**src/rtl/argmax_stream_ctrl.sv**
```systemverilog
// ---------------------------------------------------------------------------
// argmax_stream_ctrl
//
// Purpose:
//   Sequencing controller for the classifier output stage. It takes the
//   final-layer class scores as a serial stream, one signed score per beat
//   with class 0 first, and keeps a running signed maximum. At frame end it
//   presents the index of the winning class on a valid/ready handshake.
//   It replaces a parallel compare tree when the FC layer emits one class
//   score at a time, and it sits between that layer and the result/UART logic.
//
// Ports:
//   clk        in   system clock, rising edge
//   rst_n      in   synchronous active-low reset
//   in_valid   in   score beat valid
//   in_ready   out  controller can accept a beat (SCAN and not in reset)
//   in_data    in   signed class score, DATA_WIDTH bits two's complement
//   in_last    in   upstream marks final score of the frame
//   out_valid  out  prediction valid
//   out_ready  in   downstream accepts prediction
//   predict    out  winning class index, zero-extended to 32 bits
//   len_err    out  frame length mismatch, qualified by out_valid
//   frame_cnt  out  number of completed output handshakes (wraps)
// ---------------------------------------------------------------------------
module argmax_stream_ctrl #(
  parameter int DATA_WIDTH = 36,
  parameter int NUM_CLASS  = 10,
  parameter int IDX_W      = 4
) (
  input  logic                         clk,
  input  logic                         rst_n,
  input  logic                         in_valid,
  output logic                         in_ready,
  input  logic signed [DATA_WIDTH-1:0] in_data,
  input  logic                         in_last,
  output logic                         out_valid,
  input  logic                         out_ready,
  output logic        [31:0]           predict,
  output logic                         len_err,
  output logic        [15:0]           frame_cnt
);

  typedef enum logic [0:0] {
    SCAN = 1'b0,
    HOLD = 1'b1
  } state_t;

  localparam logic [IDX_W-1:0] LAST_IDX = IDX_W'(NUM_CLASS - 1);

  state_t                  state;
  logic [IDX_W-1:0]        idx;
  logic [IDX_W-1:0]        max_idx;
  logic signed [DATA_WIDTH-1:0] max_val;
  logic [15:0]             frame_cnt_q;

  logic                    accept;
  logic                    at_last;
  logic                    frame_end;
  logic                    beat_wins;
  logic [IDX_W-1:0]        next_max_idx;
  logic signed [DATA_WIDTH-1:0] next_max_val;

  // in_ready is gated by rst_n so it reads 0 during the reset cycle itself,
  // regardless of whatever the state register held before the reset edge.
  assign in_ready = rst_n && (state == SCAN);
  assign accept   = in_valid && in_ready;
  assign at_last  = (idx == LAST_IDX);

  // The frame closes on whichever comes first: the upstream in_last marker
  // or the beat that fills the last class slot.
  assign frame_end = accept && (in_last || at_last);

  // Beat 0 always seeds the running maximum. Later beats only win on a
  // strict greater-than, so on a tie the lowest index is kept.
  assign beat_wins    = (idx == '0) || (in_data > max_val);
  assign next_max_idx = beat_wins ? idx : max_idx;
  assign next_max_val = beat_wins ? in_data : max_val;

  assign frame_cnt = frame_cnt_q;

  // Single sequential process for the whole controller. The final beat's
  // compare result is folded straight into predict so the prediction is
  // visible one cycle after that beat is accepted.
  always_ff @(posedge clk) begin
    if (!rst_n) begin
      state       <= SCAN;
      idx         <= '0;
      max_idx     <= '0;
      max_val     <= '0;
      out_valid   <= 1'b0;
      predict     <= '0;
      len_err     <= 1'b0;
      frame_cnt_q <= '0;
    end else begin
      case (state)
        SCAN: begin
          if (accept) begin
            max_idx <= next_max_idx;
            max_val <= next_max_val;
            if (frame_end) begin
              state     <= HOLD;
              idx       <= '0;
              out_valid <= 1'b1;
              predict   <= {{(32-IDX_W){1'b0}}, next_max_idx};
              // A short frame (early in_last) and a full frame without
              // in_last are both flagged.
              len_err   <= (in_last != at_last);
            end else begin
              idx <= idx + 1'b1;
            end
          end
        end

        HOLD: begin
          // predict is left untouched on the handshake; it only changes at
          // the next frame end.
          if (out_ready) begin
            state       <= SCAN;
            out_valid   <= 1'b0;
            len_err     <= 1'b0;
            frame_cnt_q <= frame_cnt_q + 16'd1;
          end
        end

        default: begin
          state <= SCAN;
        end
      endcase
    end
  end

endmodule
```
**config.mk**
```make
export PLATFORM = sky130hd
export DESIGN_NAME = argmax_stream_ctrl
export DESIGN_NICKNAME = d
export VERILOG_FILES = /design/src/rtl/argmax_stream_ctrl.sv
export SDC_FILE = /design/constraint.sdc
export NUM_CORES = 1
export LEC_CHECK = 0
export CAP_MARGIN = 30
export CORE_ASPECT_RATIO = 1.4
export CORE_UTILIZATION = 55
export CTS_CLUSTER_DIAMETER = 60
export DETAILED_ROUTE_END_ITERATION = 16
export PLACE_DENSITY = 0.87
export SLEW_MARGIN = 20
export SYNTH_ARGS = -nofsm -noshare
export SYNTH_HDL_FRONTEND = slang
export SYNTH_SLANG_ARGS = --single-unit
```
**constraint.sdc**
```tcl
create_clock -name clk -period 4.2 [get_ports clk]
set_input_delay 0.63 -clock clk [delete_from_list [all_inputs] [get_ports clk]]
set_output_delay 0.63 -clock clk [all_outputs]
set_load 0.02 [all_outputs]
```
* After elaboration in Yosys (flattened, before gate mapping) *
Cells that the tools add are included.

operators by class
  $lt $le $gt $ge = 1
  add/subtract/negate cells = 2
  eq/ne operators = 5
  reduce and logical (&&, ||, !) cells = 11
  bitwise logic cells = 1
  mux-type cells = 13

operator list
  cell                                            number
  greater-than comparator 36 bit                  1
  adder 16 x 1 -> 16 bit (second input constant)  1
  AND reduction 3 bit                             3
  2-to-1 mux 1 bit                                8
  2-to-1 mux 4 bit                                2
  inequality test 2 bit (second input constant)   3
  one-hot mux 1 bit (2 select lines)              3
  adder 4 x 1 -> 4 bit (second input constant)    1
  == test 4 bit (second input constant)           1
  logical NOT 4 bit                               1
  AND reduction 2 bit                             2
  logical AND 1 bit                               3
  logical OR 1 bit                                2
  inequality test 1 bit                           1
  NOT 1 bit                                       1

storage, ports and cells
  word-level logic and storage cells = 41
  input bits = 41
  bits in registers = 67
  output and inout port bits = 51

* Longest topological paths before layout *
  depth in word-level cells = 7
  gate-level depth with buffers = 11
  gate-level depth less buffers = 9

* Worst setup path after synthesis *
OpenSTA, ideal clock, no wires.

  path type = input -> register
  start = input port in_data[18]
  end = register max_idx[0]
  stages = 10
  path slack = 1,408 ps
  buffers on the path = 2
  data required time = 4,128 ps
  setup time = 72 ps
  arrival time = 2,720 ps
  cell sequence = ha_1 a21oi_1 nand2_1 a221o_1 o311a_1 a311oi_2 a21o_1 buf_6 buf_8 mux2i_1

between the ends
  longest elaborated chain between the ends = 3

ends and longest elaborated chain
  item                            line  RTL
  from (decl)                     34    input logic signed [DATA_WIDTH-1:0] in_data,
  greater-than comparator 36 bit  75    assign beat_wins = (idx == '0) || (in_data > max_val);
  logical OR 1 bit                75
  2-to-1 mux 4 bit                76    assign next_max_idx = beat_wins ? idx : max_idx;
  to (signal assigned)            98    max_idx <= next_max_idx;
  to (decl)                       52    logic [IDX_W-1:0] max_idx;

Every way passes these cells.
A chain may end at the register's enable or synchronous reset.

* Worst setup path in the final report *
  start = input port in_data[35]
  end = register max_val[27]

between the ends
  longest elaborated chain between the ends = 3

ends and longest elaborated chain
  item                            line  RTL
  greater-than comparator 36 bit  75
  logical OR 1 bit                75
  AND reduction 3 bit (no line)   -
  to (signal assigned)            99    max_val <= next_max_val;
  to (decl)                       53    logic signed [DATA_WIDTH-1:0] max_val;

Every way passes these cells.

==> impl_metrics.tcl <==
set metrics [dict create \
    die_area_sq_um 7660 \
    status "finished clean" \
    final.setup.worst_slack_ps 892 \
    cts_buffers 9 \
    drtAntennaViolNets 0 \
    met3WireLength_um 261 \
    internal-power_mw 1.15 \
    portBuffers 63 \
    combPwrFrac 0.182 \
    p_switching_uw 429 \
    setup_tns_ps 0 \
    setup_viol 0 \
    ys_seq_elements 67 \
    wl_met1_mm 3.40 \
    swShare 0.272 \
    hold_violations 0 \
    grt_pass1_vias 3245 \
    r2r_slack_ps 1290 \
    p_per_area_nw_per_um2 327 \
    min_period_ps 3310 \
    ctsResizeCount 0 \
    critPathArrivalTime_ps 3580 \
    grt_use_total 0.227 \
    seq_area_frac_synth 0.334 \
    top_layer "met4" \
    antenna_found_initial 0 \
    final_area_sq_um 4820 \
    grt.overflow.total 0 \
    routedWlPerCell_um 12.5 \
    place_congestion 0.841 \
    peakVddDrop_mv 0.237 \
    cp.required_ps 4470 \
    async_reset_ff_frac 0 \
    synth-edff-count 0 \
    endpoint "max_val[27]" \
    rr_worst_depth 10 \
    vias 3282 \
    hold_path_depth 2 \
    rsz0062_at_grt "false" \
    holdWs_ps 462 \
    timing_worst_setup_path_type "in2reg" \
    routed-wl-met2_mm 4.23 \
    endpoint_kind "register" \
    dr.first_iter.drc_count 106 \
    ctsHoldBuffers 0 \
    final_nets 625 \
    die_height_um 103 \
    p_seq_frac 0.436 \
    worst_setup_path_start_kind "primary input" \
    cts-root-buf "clkbuf_8" \
    core.rowCount 36 \
    maxSlewViolCount 0 \
    max-slew-margin-rel 0.555 \
    p_leak_nw 2.25 \
    regToRegStartpoint "max_val[35]" \
    pre_cts_ws_ps 506 \
    h-tree-depth 3 \
    clock_latency_ps 350 \
    grt_pass1_wl_mm 13.3 \
    crit_start "in_data[35]" \
    ys_types 41 \
    drtPass1Iterations 4 \
    final_util 0.686 \
    area_delta_synth_final_pct 20.0 \
    io_pins 92 \
    cts_setup_buffers 0 \
    synth_area_sq_um 4020 \
    drv_cap 0 \
    cts_tree "built" \
    initial_core_util 0.572 \
    synth_ff_type "dfxtp_1" \
    avgSynthCellArea_sq_um 8.36 \
    netlist_instances 481 \
    worstReg2RegEnd "max_val[27]" \
    clockBufferDepth 2 \
    p_clk_frac 0.382 \
    dp_hpwl_mm 6.06 \
    dieWidth_um 74.3 \
    max_clock_freq_mhz 302 \
    worstPathMaxFanout 21 \
    n_fill_cell 563 \
    cts.clk_slew.worst_paths_ps 70 \
    ys_warn_count 0 \
    routed_wl_mm 8.06 \
    worstMarginPinSlew_ps 668 \
    drive_above_1_share 0.0493 \
    hold_path.class "reg2reg" \
    antennaDiodeCount 0 \
    grt_start_max_net_pins 72 \
    drc_errors 0 \
    clock_sinks 67 \
    skew_ps 9.58 \
    viasPerCell 5.10 \
    dpl_cell_area_sq_um 4600 \
    core_sq_um 7030 \
    period_share 0.788 \
]
per-layer routing:
layer | up-vias | track usage
met5 | - | 0
met4 | 0 | 0.116
met3 | 16 | 0.0479
met2 | 84 | 0.420
met1 | 1528 | 0.236
li1 | 1654 | -
synth_stat cells, types with 2 or more instances:
cell       n  area (sq um)
buf_8      2          30.0
o21ai_0   14          70.1
and3_1     3          18.8
buf_4     29           218
or2_2      3          18.8
dfxtp_1   67          1340
or3_1      6          37.5
nand2b_1   5          31.3
and2_1    14          87.6
nor2b_1    7          43.8
a21o_1     4          30.0
clkbuf_1  10          37.5
nand4_1   13          81.3
nand3_1   14          70.1
xnor2_1    9          78.8
mux2i_1   38           380
a21oi_1   17          85.1
a211oi_1   4          30.0
nor2_1     6          22.5
nand2_1   68           255
inv_1     75           282
ha_1      41           513
o31ai_1    2          15.0
a21boi_0  11          82.6
o211ai_1   3          22.5
worst min path at each step:
stage,from,end,slack (ps)
2_1_floorplan,max_val[10],max_val[10],440
3_3_place_gp,max_val[27],max_val[27],440
3_5_place_dp,max_val[18],max_val[18],450
4_1_cts,max_val[18],max_val[18],460
5_1_grt,max_val[34],max_val[34],480
6_report,max_val[16],max_val[16],460
worst max-delay path, cell delays in order:
cell	delay (ps)
clkdlybuf4s50_1	450
ha_1	380
nand4_1	150
nor4_1	600
nand2_1	130
a311oi_2	280
buf_4	210
a21o_2	150
buf_4	340
mux2i_1	260
placed cells by master, fill, tap and decap left out, types with 2 or more instances in the layout:
cell type and n:
inv_1 75, nand2_1 68, dfxtp_1 67, clkdlybuf4s50_1 62, ha_1 41, mux2i_1 38
conb_1 28, a21oi_1 17, nand3_1 14, o21ai_0 14, and2_1 14, nand4_1 13
a21boi_0 11, clkbuf_8 10, xnor2_1 9, nor2b_1 7, nor2_1 6, or3_1 6
nand2b_1 5, a211oi_1 4, buf_4 4, or2_2 3, a21o_1 3, o211ai_1 3
and3_1 3, o31ai_1 2, bufinv_16 2, clkinvlp_4 2
sequential cells by signal (all words and copies together) (netlist names):
signal / count
len_err: 1
idx: 4
out_valid: 1
max_val: 36
state: 1
predict: 4
frame_cnt: 16
max_idx: 4
layout make-up:
cell class | instances | area, sq um | share of cell area
Multi-Input combinational cell | 323 | 2200 | 0.456
Sequential cell | 67 | 1340 | 0.278
Timing Repair Buffer | 67 | 656 | 0.136
Inverter | 75 | 282 | 0.0584
Clock buffer | 10 | 138 | 0.0285
Tap cell | 95 | 119 | 0.0246
Clock inverter | 6 | 88.8 | 0.0184
cell families (layout without fill, tap and decap cells):
kind of cell / after synthesis / in the layout / synth area share
compound gates: 63 / 63 / 0.103
xor+xnor: 9 / 9 / 0.0196
fa+ha+maj: 41 / 41 / 0.128
buf+inv: 118 / 158 / 0.145
flops: 67 / 67 / 0.334
mux: 38 / 38 / 0.0946
other cells: 1 / 28 / 0.000933
simple gates: 144 / 144 / 0.176
power by group through the flow:
stage	logic (mW)	clock network, mW	registers, mW
floorplan	0.216	0	0.701
finish	0.288	0.603	0.688
global placement	0.272	0	0.700
CTS	0.289	0.617	0.688
global route	0.323	0.645	0.692
detailed placement	0.286	0	0.702
metrics by stage:
stage / total power, mW / std cells
after detailed placement: 0.989 / 627
after floorplan: 0.917 / 508
final: 1.58 / 643
after global routing: 1.66 / 643
after CTS: 1.59 / 643
after global placement: 0.973 / 627
Power figures use the tool's default switching activity.
